--- src/rtl/lcd_param_writer_if.sv ---
// Host-side byte channel of the LCD writer: iData/iRS/iValid from the host,
// oReady back from the controller. master = host, slave = controller.
interface lcd_param_writer_if;
   logic [7:0] iData;
   logic       iRS;
   logic       iValid;
   logic       oReady;

   modport master (
      output iData,
      output iRS,
      output iValid,
      input  oReady
   );

   modport slave (
      input  iData,
      input  iRS,
      input  iValid,
      output oReady
   );
endinterface

--- src/rtl/lcd_param_writer.sv ---
// HD44780 4-bit LCD controller: power-on nibble init, config bytes, then
// host bytes over host (iData, iRS, iValid, oReady).
// Ports: Clock, Reset (sync, high), host, oInitDone, LCD_E/RS/RW, SF_DATA.
module lcd_param_writer #(
   parameter int T_POWERON = 750000,
   parameter int T_INIT1   = 205000,
   parameter int T_INIT2   = 5000,
   parameter int T_INIT3   = 2000,
   parameter int T_SETUP   = 2,
   parameter int T_PULSE   = 12,
   parameter int T_NIBGAP  = 50,
   parameter int T_CMD     = 2000,
   parameter int T_CLEAR   = 82000,
   parameter int CNT_W     = 20
) (
   input  logic                Clock,
   input  logic                Reset,
   lcd_param_writer_if.slave   host,
   output logic                oInitDone,
   output logic                LCD_E,
   output logic                LCD_RS,
   output logic                LCD_RW,
   output logic [3:0]          SF_DATA
);

   // Terminal counts: a state lasting N cycles leaves when cnt == N-1.
   localparam logic [CNT_W-1:0] L_PWR = CNT_W'(T_POWERON - 1);
   localparam logic [CNT_W-1:0] L_I1  = CNT_W'(T_INIT1 - 1);
   localparam logic [CNT_W-1:0] L_I2  = CNT_W'(T_INIT2 - 1);
   localparam logic [CNT_W-1:0] L_I3  = CNT_W'(T_INIT3 - 1);
   localparam logic [CNT_W-1:0] L_SU  = CNT_W'(T_SETUP - 1);
   localparam logic [CNT_W-1:0] L_PU  = CNT_W'(T_PULSE - 1);
   localparam logic [CNT_W-1:0] L_GAP = CNT_W'(T_NIBGAP - 1);
   localparam logic [CNT_W-1:0] L_CMD = CNT_W'(T_CMD - 1);
   localparam logic [CNT_W-1:0] L_CLR = CNT_W'(T_CLEAR - 1);

   typedef enum logic [3:0] {
      S_PWR, S_NSETUP, S_NPULSE, S_NWAIT,
      S_SETUP_H, S_PULSE_H, S_GAP,
      S_SETUP_L, S_PULSE_L, S_BWAIT, S_IDLE
   } state_t;

   state_t           r_state;
   logic [CNT_W-1:0] r_cnt;
   logic [1:0]       r_step;
   logic [7:0]       r_byte;
   logic             r_rs;
   logic             r_ready;

   logic [CNT_W-1:0] w_lim;
   logic             w_done;
   logic             w_clr;
   logic [1:0]       w_step_nx;
   logic [7:0]       w_cfg_nx;
   logic [7:0]       w_cfg0;

   function automatic logic [7:0] cfg_byte(input logic [1:0] s);
      case (s)
         2'd0:    return 8'h28;
         2'd1:    return 8'h06;
         2'd2:    return 8'h0C;
         default: return 8'h01;
      endcase
   endfunction

   assign host.oReady = r_ready;
   assign LCD_RW      = 1'b0;

   // Clear/home commands need the long post-byte wait.
   assign w_clr     = !r_rs && (r_byte[7:2] == 6'd0) && (r_byte[1:0] != 2'd0);
   assign w_step_nx = r_step + 2'd1;
   assign w_cfg_nx  = cfg_byte(w_step_nx);
   assign w_cfg0    = cfg_byte(2'd0);

   always_comb begin
      w_lim = '0;
      case (r_state)
         S_PWR:     w_lim = L_PWR;
         S_NSETUP:  w_lim = L_SU;
         S_NPULSE:  w_lim = L_PU;
         S_NWAIT: begin
            case (r_step)
               2'd0:    w_lim = L_I1;
               2'd1:    w_lim = L_I2;
               default: w_lim = L_I3;
            endcase
         end
         S_SETUP_H: w_lim = L_SU;
         S_PULSE_H: w_lim = L_PU;
         S_GAP:     w_lim = L_GAP;
         S_SETUP_L: w_lim = L_SU;
         S_PULSE_L: w_lim = L_PU;
         S_BWAIT:   w_lim = w_clr ? L_CLR : L_CMD;
         default:   w_lim = '0;
      endcase
   end

   // IDLE has limit 0, so the counter simply sits at 0 there.
   assign w_done = (r_cnt == w_lim);

   always_ff @(posedge Clock) begin
      if (Reset) begin
         r_state   <= S_PWR;
         r_cnt     <= '0;
         r_step    <= '0;
         r_byte    <= '0;
         r_rs      <= 1'b0;
         r_ready   <= 1'b0;
         oInitDone <= 1'b0;
         LCD_E     <= 1'b0;
         LCD_RS    <= 1'b0;
         SF_DATA   <= 4'h0;
      end else begin
         r_cnt <= w_done ? '0 : r_cnt + 1'b1;
         case (r_state)
            S_PWR: if (w_done) begin
               r_state <= S_NSETUP;
               SF_DATA <= 4'h3;
            end
            S_NSETUP: if (w_done) begin
               r_state <= S_NPULSE;
               LCD_E   <= 1'b1;
            end
            S_NPULSE: if (w_done) begin
               r_state <= S_NWAIT;
               LCD_E   <= 1'b0;
            end
            S_NWAIT: if (w_done) begin
               if (r_step == 2'd3) begin
                  r_step  <= 2'd0;
                  r_byte  <= w_cfg0;
                  r_rs    <= 1'b0;
                  LCD_RS  <= 1'b0;
                  SF_DATA <= w_cfg0[7:4];
                  r_state <= S_SETUP_H;
               end else begin
                  r_step  <= w_step_nx;
                  SF_DATA <= (r_step == 2'd2) ? 4'h2 : 4'h3;
                  r_state <= S_NSETUP;
               end
            end
            S_SETUP_H: if (w_done) begin
               r_state <= S_PULSE_H;
               LCD_E   <= 1'b1;
            end
            S_PULSE_H: if (w_done) begin
               r_state <= S_GAP;
               LCD_E   <= 1'b0;
            end
            S_GAP: if (w_done) begin
               r_state <= S_SETUP_L;
               SF_DATA <= r_byte[3:0];
            end
            S_SETUP_L: if (w_done) begin
               r_state <= S_PULSE_L;
               LCD_E   <= 1'b1;
            end
            S_PULSE_L: if (w_done) begin
               r_state <= S_BWAIT;
               LCD_E   <= 1'b0;
            end
            S_BWAIT: if (w_done) begin
               if (!oInitDone && r_step != 2'd3) begin
                  r_step  <= w_step_nx;
                  r_byte  <= w_cfg_nx;
                  SF_DATA <= w_cfg_nx[7:4];
                  r_state <= S_SETUP_H;
               end else begin
                  r_state   <= S_IDLE;
                  r_ready   <= 1'b1;
                  oInitDone <= 1'b1;
               end
            end
            S_IDLE: if (host.iValid) begin
               r_byte  <= host.iData;
               r_rs    <= host.iRS;
               LCD_RS  <= host.iRS;
               SF_DATA <= host.iData[7:4];
               r_ready <= 1'b0;
               r_state <= S_SETUP_H;
            end
            default: r_state <= S_PWR;
         endcase
      end
   end

endmodule
--- src/flat_wrapper.sv ---
// flat-port wrapper written by rule: the top's interface ports become plain ports
module lcd_param_writer_flat 
#(
   parameter int T_POWERON = 750000,
   parameter int T_INIT1   = 205000,
   parameter int T_INIT2   = 5000,
   parameter int T_INIT3   = 2000,
   parameter int T_SETUP   = 2,
   parameter int T_PULSE   = 12,
   parameter int T_NIBGAP  = 50,
   parameter int T_CMD     = 2000,
   parameter int T_CLEAR   = 82000,
   parameter int CNT_W     = 20
)
  (Clock, Reset, oInitDone, LCD_E, LCD_RS, LCD_RW, SF_DATA, host_iData, host_iRS, host_iValid, host_oReady);
  lcd_param_writer_if host_i ();
  input  logic Clock;
  input  logic Reset;
  output logic oInitDone;
  output logic LCD_E;
  output logic LCD_RS;
  output logic LCD_RW;
  output logic [3:0] SF_DATA;
  input wire logic [$bits(host_i.iData)-1:0] host_iData;
  input wire logic [$bits(host_i.iRS)-1:0] host_iRS;
  input wire logic [$bits(host_i.iValid)-1:0] host_iValid;
  output wire logic [$bits(host_i.oReady)-1:0] host_oReady;
  assign host_i.iData = host_iData;
  assign host_i.iRS = host_iRS;
  assign host_i.iValid = host_iValid;
  assign host_oReady = host_i.oReady;
  lcd_param_writer #(.T_POWERON(T_POWERON), .T_INIT1(T_INIT1), .T_INIT2(T_INIT2), .T_INIT3(T_INIT3), .T_SETUP(T_SETUP), .T_PULSE(T_PULSE), .T_NIBGAP(T_NIBGAP), .T_CMD(T_CMD), .T_CLEAR(T_CLEAR), .CNT_W(CNT_W)) u_core (.Clock(Clock), .Reset(Reset), .host(host_i), .oInitDone(oInitDone), .LCD_E(LCD_E), .LCD_RS(LCD_RS), .LCD_RW(LCD_RW), .SF_DATA(SF_DATA));
endmodule
--- config.mk ---
export PLATFORM = sky130hd
export DESIGN_NAME = lcd_param_writer_flat
export DESIGN_NICKNAME = d
export VERILOG_FILES = /design/src/rtl/lcd_param_writer_if.sv /design/src/rtl/lcd_param_writer.sv /design/src/flat_wrapper.sv
export SDC_FILE = /design/constraint.sdc
export NUM_CORES = 1
export LEC_CHECK = 0
export CAP_MARGIN = 20
export CORE_MARGIN = 2
export CORE_UTILIZATION = 25
export DETAILED_ROUTE_END_ITERATION = 10
export DONT_BUFFER_PORTS = 1
export HOLD_SLACK_MARGIN = 0.1
export MAX_ROUTING_LAYER = met4
export SYNTH_ARGS = -nofsm -noshare
export SYNTH_HDL_FRONTEND = slang
export SYNTH_SLANG_ARGS = --single-unit
--- constraint.sdc ---
create_clock -name Clock -period 6.45 [get_ports Clock]
set_input_delay 1.6125 -clock Clock [delete_from_list [all_inputs] [get_ports Clock]]
set_output_delay 1.6125 -clock Clock [all_outputs]
set_load 0.005 [all_outputs]
# After elaboration in Yosys (flattened, before gate mapping)

Index checks and enable logic that the tools add are counted.

Bits in registers: 42
Bits in latches: 0
Bits in writable memories: 0
Memory bits (read-only): 0
Memories: 0

$add $sub $neg: 2
Multipliers: 0
Div/mod/pow operators: 0
Magnitude comparators: 0
Equal/unequal tests: 33
Shift operators: 0
Muxes and demuxes: 48
Bitwise gates (word level): 1
Reductions and logical operators: 27

Operator list:

| operator                                             | number |
|---|---|
| case mux 20 bit (6 select lines)                     | 1 |
| two-way mux 4 bit                                    | 18 |
| case mux 4 bit (11 select lines)                     | 1 |
| two-way mux 8 bit                                    | 5 |
| case mux 18 bit (2 select lines)                     | 1 |
| != test 2 x 1 -> 1 bit (second input constant)       | 14 |
| case mux 8 bit (3 select lines)                      | 1 |
| adder 20 x 1 -> 20 bit (second input constant)       | 1 |
| equality test 20 bit                                 | 1 |
| case mux 4 bit (5 select lines)                      | 1 |
| case mux 6 bit (3 select lines)                      | 1 |
| two-way mux 17 bit                                   | 1 |
| equality test 4 x 3 -> 1 bit (second input constant) | 4 |
| equality test 4 bit (second input constant)          | 3 |
| AND reduction 4 bit                                  | 3 |
| AND reduction 11 bit                                 | 1 |
| nonzero test 2 bit                                   | 5 |
| two-way mux 1 bit                                    | 9 |
| equality test 4 x 2 -> 1 bit (second input constant) | 2 |
| two-way mux 2 bit                                    | 4 |
| AND reduction 7 bit                                  | 1 |
| equality test 2 bit (second input constant)          | 3 |
| logical NOT 6 bit                                    | 1 |
| != test 2 bit (second input constant)                | 3 |
| 17 further kinds                                     | 26 |

# Depth between registers and ports, before layout

Depth in word-level cells: 8
Depth in mapped cells: 12
Mapped depth without buffers: 10

# Least setup slack after synthesis

Ideal clock, no wire load.

Kind: reg2reg
Start point: reg u_core.r_step[0]
End point: reg u_core.r_byte[5]
Arrival: 3.007 ns
Path slack: 3.302 ns
Stages on the path, launching flop included: 12
Buffers on the path: 1
Period minus slack after synthesis: 3.148 ns
Cell sequence: dfxtp_1 > inv_1 > ha_1 > or3b_1 > a21oi_2 > a21oi_1 > o221a_1 > or4_1 > or4_4 > buf_6 > a21oi_1 > a311oi_2

Word-level cells in the longest chain between the ends: 6
Elaborated cells between the ends (all ways): 21

RTL lines:

| element                                                                             | line                                            | text |
|---|---|---|
| start, declared                                                                     | lcd_param_writer.sv:45                          | `logic [1:0] r_step;` |
| start signal, assigned                                                              | lcd_param_writer.sv:137                         | `r_step <= w_step_nx;` |
| start signal, assigned                                                              | lcd_param_writer.sv:164                         | `r_step <= w_step_nx;` |
| equality test 2 x 1 -> 1 bit (tied with other cells)                                | lcd_param_writer.sv:82                          | `case (r_step)` |
| case mux 18 bit (2 select lines) (tied with other cells)                            | lcd_param_writer.sv:82                          |  |
| case mux 20 bit (6 select lines) or case mux 6 bit (3 select lines) (tied branches) | lcd_param_writer.sv:77, lcd_param_writer.sv:58  |  |
| equality test 20 bit or two-way mux 8 bit (tied branches)                           | lcd_param_writer.sv:99, lcd_param_writer.sv:163 |  |
| != test 2 x 1 -> 1 bit (no line) or two-way mux 8 bit (tied branches)               | --                                              |  |
| AND reduction 6 bit (no line) or case mux 8 bit (3 select lines) (tied branches)    | --                                              |  |
| end signal, assigned                                                                | lcd_param_writer.sv:131                         | `r_byte <= w_cfg0;` |
| end signal, assigned                                                                | lcd_param_writer.sv:165                         | `r_byte <= w_cfg_nx;` |
| end signal, assigned                                                                | lcd_param_writer.sv:175                         | `r_byte <= host.iData;` |
| end, declared                                                                       | lcd_param_writer.sv:46                          | `logic [7:0] r_byte;` |

Parallel ways exist; a longest one is shown, timed or not. The select of a mux whose other input is x is not followed.
A chain may end at the register's enable or synchronous reset.

# Worst setup path in the final report

Start point: reg u_core.r_state[3]
End point: reg u_core.r_cnt[2]

Word-level cells in the longest chain between the ends: 5
Elaborated cells between the ends (all ways): 15

RTL lines:

| element                                              | line                    | text |
|---|---|---|
| start, declared                                      | lcd_param_writer.sv:43  | `state_t r_state;` |
| start signal, assigned                               | lcd_param_writer.sv:103 | `r_state <= S_PWR;` |
| start signal, assigned                               | lcd_param_writer.sv:117 | `r_state <= S_NSETUP;` |
| start signal, assigned                               | lcd_param_writer.sv:121 | `r_state <= S_NPULSE;` |
| equality test 4 x 2 -> 1 bit (tied with other cells) | lcd_param_writer.sv:77  | `case (r_state)` |
| OR reduction 3 bit (no line)                         | --                      |  |
| case mux 20 bit (6 select lines) *                   | lcd_param_writer.sv:77  |  |
| equality test 20 bit *                               | lcd_param_writer.sv:99  | `assign w_done = (r_cnt == w_lim);` |
| OR reduction 2 bit (no line) *                       | --                      |  |
| end signal, assigned                                 | lcd_param_writer.sv:114 | `r_cnt <= w_done ? '0 : r_cnt + 1'b1;` |
| end, declared                                        | lcd_param_writer.sv:44  | `logic [CNT_W-1:0] r_cnt;` |

Mark *: on every way between the ends. The rest lies on a longest branch, timed or not.

==> impl_metrics.py <==
metrics = {
    "cells_and_area": {
        "register_area_sq_um": 840.8,
        "layout.nets": 384,
        "area_growth_pct": 7.262,
        "num_antenna_cells": 0,
        "drive_above_1_share": 0.06575,
        "multiInputGateArea_sq_um": 1888,
        "fillers": 1258,
    },
    "run": {
        "drv_cap": 0,
    },
    "timing": {
        "setup_tns_ns": 0,
        "report.final.slew_viol_count": 0,
        "rsz0062_at_grt": "no",
        "skew_ns": 0.003152,
        "fin_crit_ns": 3.861,
        "relSlewSlack": 0.2858,
        "tightest_slew_ns": 1.070,
        "hold_viol_final": 0,
        "finalSetupViolCount": 0,
        "max_freq_mhz": 259.0,
        "fin_crit_sh": 0.5985,
    },
    "logic_synthesis": {
        "synthAdderAreaFrac": 0.03417,
        "synth_top_family_by_area": "simple AND/OR/NAND/NOR gates",
        "synthMuxAreaShare": 0.003417,
        "synth_area_sq_um": 2929,
        "yosys.area_share.simple": 0.2811,
        "ys_ff_latch": 42,
        "synth-edff-count": 0,
        "synth_compound_area_frac": 0.2499,
        "syn_nets": 400,
        "syn_area_per_cell_sq_um": 7.708,
        "yosysSeqAreaShare": 0.2871,
        "synthArstFlopShare": 0,
        "synth_xor_area_frac": 0.07475,
        "ys.flop_type": "dfxtp_1",
        "synthDistinctLibCells": 69,
        "synth_warnings": 0,
        "postSynthCellCount": 380,
    },
    "power": {
        "powerDensity_nw_per_um2": 170.1,
        "irDropWorstVdd_mv": 0.1086,
        "pwr-share-clk": 0.488,
        "p_leak_nw": 0.9905,
        "p_sw_frac": 0.2186,
        "switching_power_w": 0.0001168,
        "seq_power_share": 0.495,
        "finalPower_w": 0.0005345,
        "p_comb_frac": 0.017,
        "intPower_w": 0.0004176,
    },
    "worst_setup_path": {
        "endpoint_kind": "flop",
        "reg2reg_slack_ns": 2.59,
        "worstPathRequired_ns": 6.60,
        "criticalPathCategory": "flop to flop",
        "worstPathCellList": "inv_1 -> nor3_4 -> a21oi_1 -> o32a_1 -> nor3_2 -> nand3_1 -> nand2_1 -> nor2_1",
        "start_kind": "flop",
        "slowest_delay_ns": 1.00,
        "crit_family": "simple AND/OR/NAND/NOR gates",
        "cp.arrival_ns": 4.01,
        "critPathMaxFanout": 29,
        "worst-path-buf-inv": 1,
        "cp_slowest_cell": "dfxtp_1",
    },
    "clock_tree": {
        "cts_sinks": 42,
        "clkTransAtPathRegs_ns": 0.06,
        "cts_inserted_buffers": 5,
        "cts_tree": "yes",
        "cts.htree.levels": 2,
        "cts_resized": 0,
        "clk_latency_ns": 0.29,
        "cts_hold_buffers": 0,
        "cts_buffer_depth": 2,
        "post_cts_buffers": 0,
        "cts_root_buf": "clkbuf_16",
    },
    "global_routing": {
        "grtUsageMet1": 0.1775,
        "grt_pass1_wl_microns": 13330,
        "first_global_vias": 2598,
        "grtUsageMet2": 0.1996,
        "antenna_found_initial": 0,
        "grt_max_degree": 33,
        "busiest_layer": "met2",
        "track_usage": 0.1325,
        "grt.overflow.total": 0,
        "use_met3": 0.03618,
    },
    "placed_design": {
        "gp_congestion": 0.9824,
        "dp_hpwl_microns": 5951,
        "io_buffers": 0,
    },
    "detailed_routing": {
        "drc_errors": 0,
        "dr.pass1.iters": 4,
        "viasPerCell": 5.480,
        "antenna_left": 0,
        "vias": 2784,
        "wl_microns": 8150,
        "drtIter0Drc": 267,
        "wire_per_inst_microns": 16.04,
    },
    "floorplanning": {
        "core_area_sq_um": 11420,
        "die_h_microns": 112.2,
        "ios": 21,
        "die_x_microns": 112.2,
        "dieArea_sq_um": 12600,
        "rows": 39,
        "start_util": 0.2565,
    },
    "min_path": {
        "hold_class": "flop to flop",
    },
    "outcome": {
        "status": "complete, no violations",
    },
}
[layout make-up]
class | instances | area share
clock inverters | 2 | 0.003982
inverters | 20 | 0.02389
clock buffers | 6 | 0.04421
flip-flops and latches | 42 | 0.2676
well taps | 143 | 0.05695
repair buffers | 1 | 0.002389
multi-input cells | 294 | 0.6010
[cell families after synthesis]
group	count (synthesis)
buffers and inverters	44
AO/OA/AOI/OAI	104
multiplexers	1
flip-flops	42
XOR/XNOR	25
adder cells (fa/ha/maj)	8
other	1
AND/OR/NAND/NOR	155
[path summary, 6_finish.rpt]
kind | from | endpoint | depth (start not counted)
worst max register to register | u_core.r_state[3] | u_core.r_cnt[2] | 8
worst min-delay path | u_core.host.oReady | u_core.host.oReady | 2
worst max-delay path | u_core.r_state[3] | u_core.r_cnt[2] | 8
worst min register to register | u_core.host.oReady | u_core.host.oReady | 2
[state kept, by name, summed over array words and instances, names as in the netlist]
signal	count
u_core.LCD_E	1
u_core.SF_DATA	4
u_core.host.oReady	1
u_core.oInitDone	1
u_core.r_byte	8
u_core.r_cnt	20
u_core.r_rs	1
u_core.r_state	4
u_core.r_step	2
[layer usage]
metal	part of all wire	wire length (microns)	up-vias
li1	-	-	1343
met1	0.48	3935	1336
met2	0.43	3532	89
met3	0.067	545	16
met4	0.017	137	0
met5	0	0	-
[per-stage QoR]
step	std cells	area [sq um]	utilization	worst slack [ns]	hold slack, ns
after CTS	508	3142	0.2751	2.639	0.4696
after global placement	500	2990	0.2619	2.840	0.4528
after global routing	508	3142	0.2751	2.368	0.4875
final	508	3142	0.2751	2.589	0.4656
after detailed placement	500	2990	0.2619	2.650	0.4609
after floorplan	380	2929	-	3.302	0.4443
[synthesized netlist by cell type, types with 8 or more instances]
cell,instances,share of area
ha_1,8,0.034
nand3_1,26,0.044
buf_2,10,0.017
clkbuf_1,8,0.010
inv_1,19,0.024
a21oi_1,25,0.043
nand2_1,25,0.032
o21ai_0,13,0.022
dfxtp_1,42,0.29
xor2_1,16,0.048
xnor2_1,9,0.027
nand4_1,8,0.017
nor2_1,43,0.055
[cells in the final DEF (no fill, tap or decap), types with 5 or more instances in the layout]
cell	count
o21ai_0	13
nor2_1	43
nand2b_1	5
nand2_1	25
o22ai_1	5
nand4_1	8
a21oi_1	25
xnor2_1	9
o21ai_1	7
xor2_1	16
clkbuf_16	5
nor3_1	7
nand3_1	26
nor2b_1	7
dfxtp_1	42
inv_1	19
ha_1	8
a31oi_1	5
[worst reg2reg max path: cells and delay by family (launching register included)]
family | cells | cell delay, ns
buffers and inverters | 1 | 0.37
AOI/OAI and AO/OA | 2 | 0.46
and+or+nand+nor | 5 | 1.89
DFF | 1 | 1.00
[power groups by stage]
stage	clock, W	sequential, W	combinational, W
after floorplan	0	0.000268	0.0000101
after global placement	0	0.000271	0.00000879
after detailed placement	0	0.000271	0.00000875
after CTS	0.000264	0.000265	0.00000895
after global routing	0.000278	0.000265	0.0000103
final	0.000261	0.000265	0.00000896
(Power assumes the default switching activity.)
